`src/rtl/register_file_ba_pkg.sv`:
```
// Default geometry for the register file and its storage cells.
package register_file_ba_pkg;
  localparam int unsigned DEFAULT_WIDTH = 32;
  localparam int unsigned DEFAULT_DEPTH = 16;
endpackage

```
`src/rtl/register_file_ba_register_nbit.sv`:
```
// One WIDTH-bit storage register with synchronous clear and load enable.
module register_nbit
  import register_file_ba_pkg::*;
#(
  parameter int unsigned WIDTH = DEFAULT_WIDTH
) (
  input  logic             clock,
  input  logic             clear,
  input  logic             enable,
  input  logic [WIDTH-1:0] d,
  output logic [WIDTH-1:0] q
);

  always_ff @(posedge clock) begin
    if (clear)       q <= '0;
    else if (enable) q <= d;
  end

endmodule

```
`src/rtl/register_file_ba.sv`:
```
// Register file with per-register pending scoreboard, write-first bypass,
// base-address masking of register 0 and a registered 1-cycle read port.
module register_file_ba
  import register_file_ba_pkg::*;
#(
  parameter int unsigned WIDTH  = DEFAULT_WIDTH,
  parameter int unsigned DEPTH  = DEFAULT_DEPTH,
  parameter int unsigned ADDR_W = $clog2(DEPTH)
) (
  input  logic              clock,
  input  logic              clear,
  input  logic              wr_en,
  input  logic [ADDR_W-1:0] wr_addr,
  input  logic [WIDTH-1:0]  BusMuxOut,
  input  logic              rd_en,
  input  logic [ADDR_W-1:0] rd_addr,
  input  logic              BAout,
  input  logic              lock_en,
  input  logic [ADDR_W-1:0] lock_addr,
  output logic [WIDTH-1:0]  rd_data,
  output logic              rd_valid,
  output logic              stall,
  output logic [DEPTH-1:0]  pending
);

  // Address space is padded to a power of two; unbacked slots read as zero.
  localparam int unsigned SLOTS = 2 ** ADDR_W;

  logic [WIDTH-1:0] slot [SLOTS];
  logic [SLOTS-1:0] pend_pad;
  logic [DEPTH-1:0] wr_dec;
  logic [DEPTH-1:0] lock_dec;
  logic             rd_in;
  logic             bypass;
  logic             accept;
  logic [WIDTH-1:0] rd_next;

  for (genvar g = 0; g < SLOTS; g++) begin : g_slot
    if (g < DEPTH) begin : g_reg
      assign wr_dec[g]   = wr_en   && (wr_addr   == ADDR_W'(g));
      assign lock_dec[g] = lock_en && (lock_addr == ADDR_W'(g));
      register_nbit #(.WIDTH(WIDTH)) u_reg (
        .clock  (clock),
        .clear  (clear),
        .enable (wr_dec[g]),
        .d      (BusMuxOut),
        .q      (slot[g])
      );
    end else begin : g_hole
      assign slot[g] = '0;
    end
  end

  assign pend_pad = SLOTS'(pending);

  always_comb begin
    rd_in  = (32'(rd_addr) < DEPTH);
    bypass = wr_en && (wr_addr == rd_addr) && rd_in;
    stall  = rd_en && !clear && pend_pad[rd_addr] && !bypass;
    accept = rd_en && !stall;
    rd_next = '0;
    if (!rd_in || (rd_addr == '0 && BAout)) rd_next = '0;
    else if (bypass)                        rd_next = BusMuxOut;
    else                                    rd_next = slot[rd_addr];
  end

  // Lock is OR-ed in after the write clear, so a same-cycle lock wins.
  always_ff @(posedge clock) begin
    if (clear) pending <= '0;
    else       pending <= (pending & ~wr_dec) | lock_dec;
  end

  always_ff @(posedge clock) begin
    if (clear) begin
      rd_data  <= '0;
      rd_valid <= 1'b0;
    end else begin
      rd_valid <= accept;
      if (accept) rd_data <= rd_next;
    end
  end

endmodule

```
`config.mk`:
```
export PLATFORM = sky130hd
export DESIGN_NAME = register_file_ba
export DESIGN_NICKNAME = d
export VERILOG_FILES = /design/src/rtl/register_file_ba_pkg.sv /design/src/rtl/register_file_ba_register_nbit.sv /design/src/rtl/register_file_ba.sv
export SDC_FILE = /design/constraint.sdc
export NUM_CORES = 1
export LEC_CHECK = 0
export ABC_AREA = 1
export ABC_CLOCK_PERIOD_IN_PS = 1500
export CAP_MARGIN = 20
export CORE_UTILIZATION = 51
export CTS_CLUSTER_DIAMETER = 40
export DETAILED_ROUTE_END_ITERATION = 12
export PLACE_DENSITY = 0.7
export SYNTH_ARGS = -nofsm -noshare
export SYNTH_HDL_FRONTEND = slang
export SYNTH_SLANG_ARGS = --single-unit
```
`constraint.sdc`:
```
create_clock -name clock -period 1.5 [get_ports clock]
set_clock_uncertainty 0.05 [all_clocks]
set_input_delay 0.15 -clock clock [delete_from_list [all_inputs] [get_ports clock]]
set_output_delay 0.15 -clock clock [all_outputs]
set_load 0.005 [all_outputs]
```
-- Yosys cells after proc, flatten, opt, wreduce, memory -nomap -nowiden
Cells that the tools add are included.
- add/sub/neg operators: 0
- multiplexer cells: 7
- eq/ne operators: 31
- bitwise operators: 4
- multiply operators: 0
- magnitude comparators: 2
- shifts and indexed selects: 0
- reduce and logical (&&, ||, !) cells: 44
- divide/modulo/power cells: 0
- operators by type and width (kind ; number):
    $bmux W32 S4 ; 1
    $mux W32 ; 4
    $eq A4 B4 Y1 const B ; 16
    $logic_and A1 B1 Y1 ; 38
    $eq A4 B3 Y1 const B ; 8
    $and A16 B16 Y16 ; 1
    $eq A4 B2 Y1 const B ; 4
    $not A16 Y16 ; 1
    $or A16 B16 Y16 ; 1
    $logic_not A4 Y1 ; 3
    $eq A4 B1 Y1 const B ; 2
    $ge A5 B5 Y1 const B ; 1
    $lt A4 B5 Y1 const B ; 1
    $not A4 Y5 ; 1
    $bmux W1 S4 ; 1
    $eq A4 B4 Y1 ; 1
    $logic_not A1 Y1 ; 3
    $mux W1 ; 1
- input port bits: 50
- latch bits: 0
- memories: 0
- output and inout bits: 50
- word-level logic and storage cells: 107
- register bits: 561
- RAM bits: 0
- ROM bits: 0

-- Longest topological paths before layout
- word-level depth: 6
- depth in mapped cells: 15
- gate-level depth less buffers: 13

-- Cells and area by module
A second synthesis with hierarchy kept.
- cells, all modules: 5118
- area total of the unflattened synthesis: 30285.3 um^2
- by module, submodules not included (module ; seq. area each (um^2) ; times used ; cells an instance ; area each (um^2)):
    register_nbit ; 640.6 ; 16 ; 203 ; 1338.8
    register_file_ba ; 980.9 ; 1 ; 1870 ; 8864.8

-- Worst setup path after synthesis
OpenSTA, ideal clock, no wires.
- kind: input to register
- start: input rd_addr[3]
- end: register rd_data[10]
- arrival: 1333 ps
- stages: 12
- required time: 1322 ps
- setup time: 128 ps
- setup slack: -11 ps
- path buffers: 3
- cell sequence: buf_2 > nor2_1 > buf_4 > inv_1 > buf_1 > a21oi_1 > nor2_1 > nand2_1 > nand3_1 > nor2_1 > nor2_1 > nor2_1
- word-level cells in the longest chain between the ends: 6
- elaborated cells on any way between the ends: 17
- classes of those cells: 1 x eq/ne; 7 x mux; 1 x bitwise; 8 x reduce/logical
- ends and longest elaborated chain (what ; RTL line ; RTL):
    from (decl) ; register_file_ba.sv:16 ; input logic [ADDR_W-1:0] rd_addr,
    $not A4 Y5 (not written as such), or another cell as far along ; register_file_ba.sv:64 ; else rd_next = slot[rd_addr];
    $bmux W32 S4, or another cell as far along ; register_file_ba.sv:64 ;
    $mux W32 (not written as such), or another cell as far along ; register_file_ba.sv:64 ;
    $mux W32 (not written as such) or $logic_and A1 B1 Y1 (tied branches) ; register_file_ba.sv:64, register_file_ba.sv:59 ;
    $mux W32 or $logic_not A1 Y1 (tied branches) ; register_file_ba.sv:63, register_file_ba.sv:60 ;
    $mux W32 or $logic_and A1 B1 Y1 (tied branches) ; register_file_ba.sv:62, register_file_ba.sv:60 ;
    to (signal assigned) ; register_file_ba.sv:79 ; if (accept) rd_data <= rd_next;
    to (decl) ; register_file_ba.sv:20 ; output logic [WIDTH-1:0] rd_data,
Parallel ways exist; a longest one is shown, timed or not. The select of a mux whose other input is x is not followed.
A chain may end at the register's enable or synchronous reset.

-- Worst setup path in the final report
- start: register pending[6]
- end: output stall
- word-level cells in the longest chain between the ends: 4
- ends and longest elaborated chain (what ; RTL line ; RTL):
    from (decl) ; register_file_ba.sv:23 ; output logic [DEPTH-1:0] pending
    from (signal assigned) ; register_file_ba.sv:70 ; else pending <= (pending & ~wr_dec) | lock_dec;
    $bmux W1 S4 ; register_file_ba.sv:59 ; stall = rd_en && !clear && pend_pad[rd_addr] && !bypass;
    $mux W1 (not written as such) ; register_file_ba.sv:59 ;
    $logic_and A1 B1 Y1 (2 in a row) ; register_file_ba.sv:59 ;
    to (decl) ; register_file_ba.sv:22 ; output logic stall,
No other way between the ends. The select of a mux whose other input is x is not followed.

==> impl_metrics.yaml <==
setup_path:
  startpoint: "pending[6]"
  reg2reg_from: "pending[6]"
  worstSetupPathType: "flop to primary output"
  end_kind: "primary output"
  path_max_fanout: 2
  arrival_ns: 1.63
  cp-start-kind: "flop"
  required_ns: 1.30
power_and_ir_drop:
  ir_worst_vdd_mv: 0.7441
  power_density_nw_per_um2: 1235
  fin_total_pwr_mw: 39.70
  p_leak_nw: 13.69
cells_and_area:
  drive_gt1_share_pct: 14.20
  seq_area_um2: 11320
  syn_to_final_growth_pct: 26.28
  fin_area_um2: 32140
  nets: 3919
  multiInputGateArea_um2: 11410
  n_fill_cell: 4250
timing:
  slew_violations: 0
  fin_ws_ns: -0.3281
  hold_violations: 0
  timing.slew.headroom_pct: 48.00
  rsz0062_at_grt: "yes"
  fmax_ghz: 0.5470
  fin_setup_tns_ns: -7.522
  min_period_ns: 1.828
  worstMarginPinSlew_ns: 0.7799
  setup_violations: 35
  post-route-period-util_pct: 121.9
logic_synthesis:
  synth.avg_cell_area_um2: 6.843
  yosysMostFrequentCell: "nand2_1"
  syn_nets: 3770
  synth_cell_types: 22
  ys_seq_area_share_pct: 44.12
  synth.area.top_cells: "dfxtp_1, a21oi_1, o21ai_0"
  yosys-top-cells-count: "nand2_1, a21oi_1, dfxtp_1"
  synth_seq_cells: 561
  synth_largest_area_cell: "dfxtp_1"
  synthFlopType: "dfxtp_1"
  synth_top_area_share_pct: 44.12
  syn_area_um2: 25450
  ys_async_sr_fraction_pct: 0
  yosysWarnings: 0
  synthCells: 3720
  synth-edff-count: 0
clock_network:
  numCtsBuffers: 83
  cts.clk_slew.worst_paths_ns: 0.05
  cts_tree: "built"
  cts-root-buf: "clkbuf_16"
  insertion_delay_ns: 0.61
  h-tree-depth: 3
  cts_buffer_depth: 3
  clkSinkCount: 561
  cts_hold_buf: 0
worst_hold_path:
  worstHoldStart: "clear"
  hold_path.class: "input pin to flop"
floorplanning:
  ios: 100
  die_x_um: 225.4
  start_util_pct: 51.89
  die_height_um: 225.4
  fp.coreArea_um2: 49050
  rows: 81
  die_area_um2: 50810
job:
  drv_cap: 0
grt:
  grt_max_degree: 54
  grt_pass1_wl_um: 131100
  grt_pass1_vias: 22880
  antenna_found_initial: 7
  track_usage_pct: 33.19
  grt_overflow: 0
status:
  status: "finished with violations"
  violations: "negative setup slack"
detailed_routing:
  remaining_drc_errors: 0
  antenna_left: 0
  viasPerCell: 5.572
  drt_iter0_markers: 2960
  route.detailed.wl_per_inst_um: 18.91
  postRouteWirelength_um: 87040
  vias: 25660
  firstDrtPassIters: 6
placement:
  pre_cts_ws_ns: -0.5644
  dpl-instance-area_um2: 28700
  hpwl_um: 52780
  gp_congestion: 0.8526
  port_buffers: 99
## logic make-up (layout without fill, tap and decap cells)
group | after synthesis | after routing | share of synthesized area [%]
AOI/OAI and AO/OA | 1210 | 1210 | 24.34
buffers and inverters | 731 | 949 | 12.13
DFF | 561 | 561 | 44.12
other | 0 | 2 | 0
and+or+nand+nor | 1218 | 1218 | 19.41
## flip-flops by register name, summed over array words and instances, names as in the netlist
| signal | count |
|---|---|
| g_slot.g_reg.u_reg.q | 512 |
| pending | 16 |
| rd_data | 32 |
| rd_valid | 1 |
## worst max-delay path, stage by stage, from the launching register on
cell and delay, ns:
dfxtp_2 0.32, inv_1 0.05, nand2_2 0.05, nand3_2 0.08, nand2_1 0.05, nand2_1 0.05
nand2_1 0.05, inv_1 0.06, nand2_2 0.06, nand2_4 0.10, inv_2 0.03, buf_2 0.11
## worst paths after layout
check | cells after the start | endpoint | slack (ns)
min | 5 | g_slot[13].g_reg.u_reg.q[18] | 0.06
max reg2reg | 16 | rd_data[29] | -0.29
min reg2reg | 2 | g_slot[11].g_reg.u_reg.q[3] | 0.40
max | 11 | stall | -0.33
## metrics by stage
step                std cells  util [%]  hold slack [ns]
finish                   4604     65.53          0.05984
global route             4604     65.53          0.08355
CTS                      4594     64.78          0.05469
detailed placement       4434     58.52           0.3905
global placement         4434     58.52           0.3866
floorplan                3720         -           0.2658
## final cells by class
| cell class | instances | area share, % |
|---|---|---|
| clock inverter | 48 | 1.670 |
| multi-input combinational | 2428 | 35.49 |
| inverter | 411 | 4.854 |
| sequential | 561 | 35.23 |
| tap | 664 | 2.585 |
| clock buffer | 106 | 7.408 |
| antenna | 2 | 0.01557 |
| timing repair buffer | 384 | 12.75 |
## placed cells by master (no fill, tap or decap), types with 73 or more instances in the layout
| cell | n |
|---|---|
| a21oi_1 | 591 |
| buf_12 | 73 |
| buf_4 | 199 |
| clkbuf_16 | 92 |
| dfxtp_1 | 521 |
| inv_1 | 401 |
| nand2_1 | 616 |
| nand3_1 | 233 |
| nor2_1 | 301 |
| o21ai_0 | 546 |
## routing by layer
layer / GRT usage, % / wire [um]
met5: 0 / 36
met4: 12.05 / 2691
met3: 6.219 / 8813
met2: 52.69 / 39010
met1: 44.82 / 36490
## power breakdown
part           internal (mW)  total (mW)  switching, mW
clock                   12.6        20.1           7.54
combinational           1.55        4.06           2.51
sequential              15.3        15.5          0.212
total                   29.4        39.7           10.3
## repair_timing
item	CTS	global route
cloned	1	3
gates resized for setup	139	80
endpoints found under the setup margin	83	97
pin swaps	8	33
buffers inserted	6	10
No activity file was read; power rests on OpenSTA's default activity.
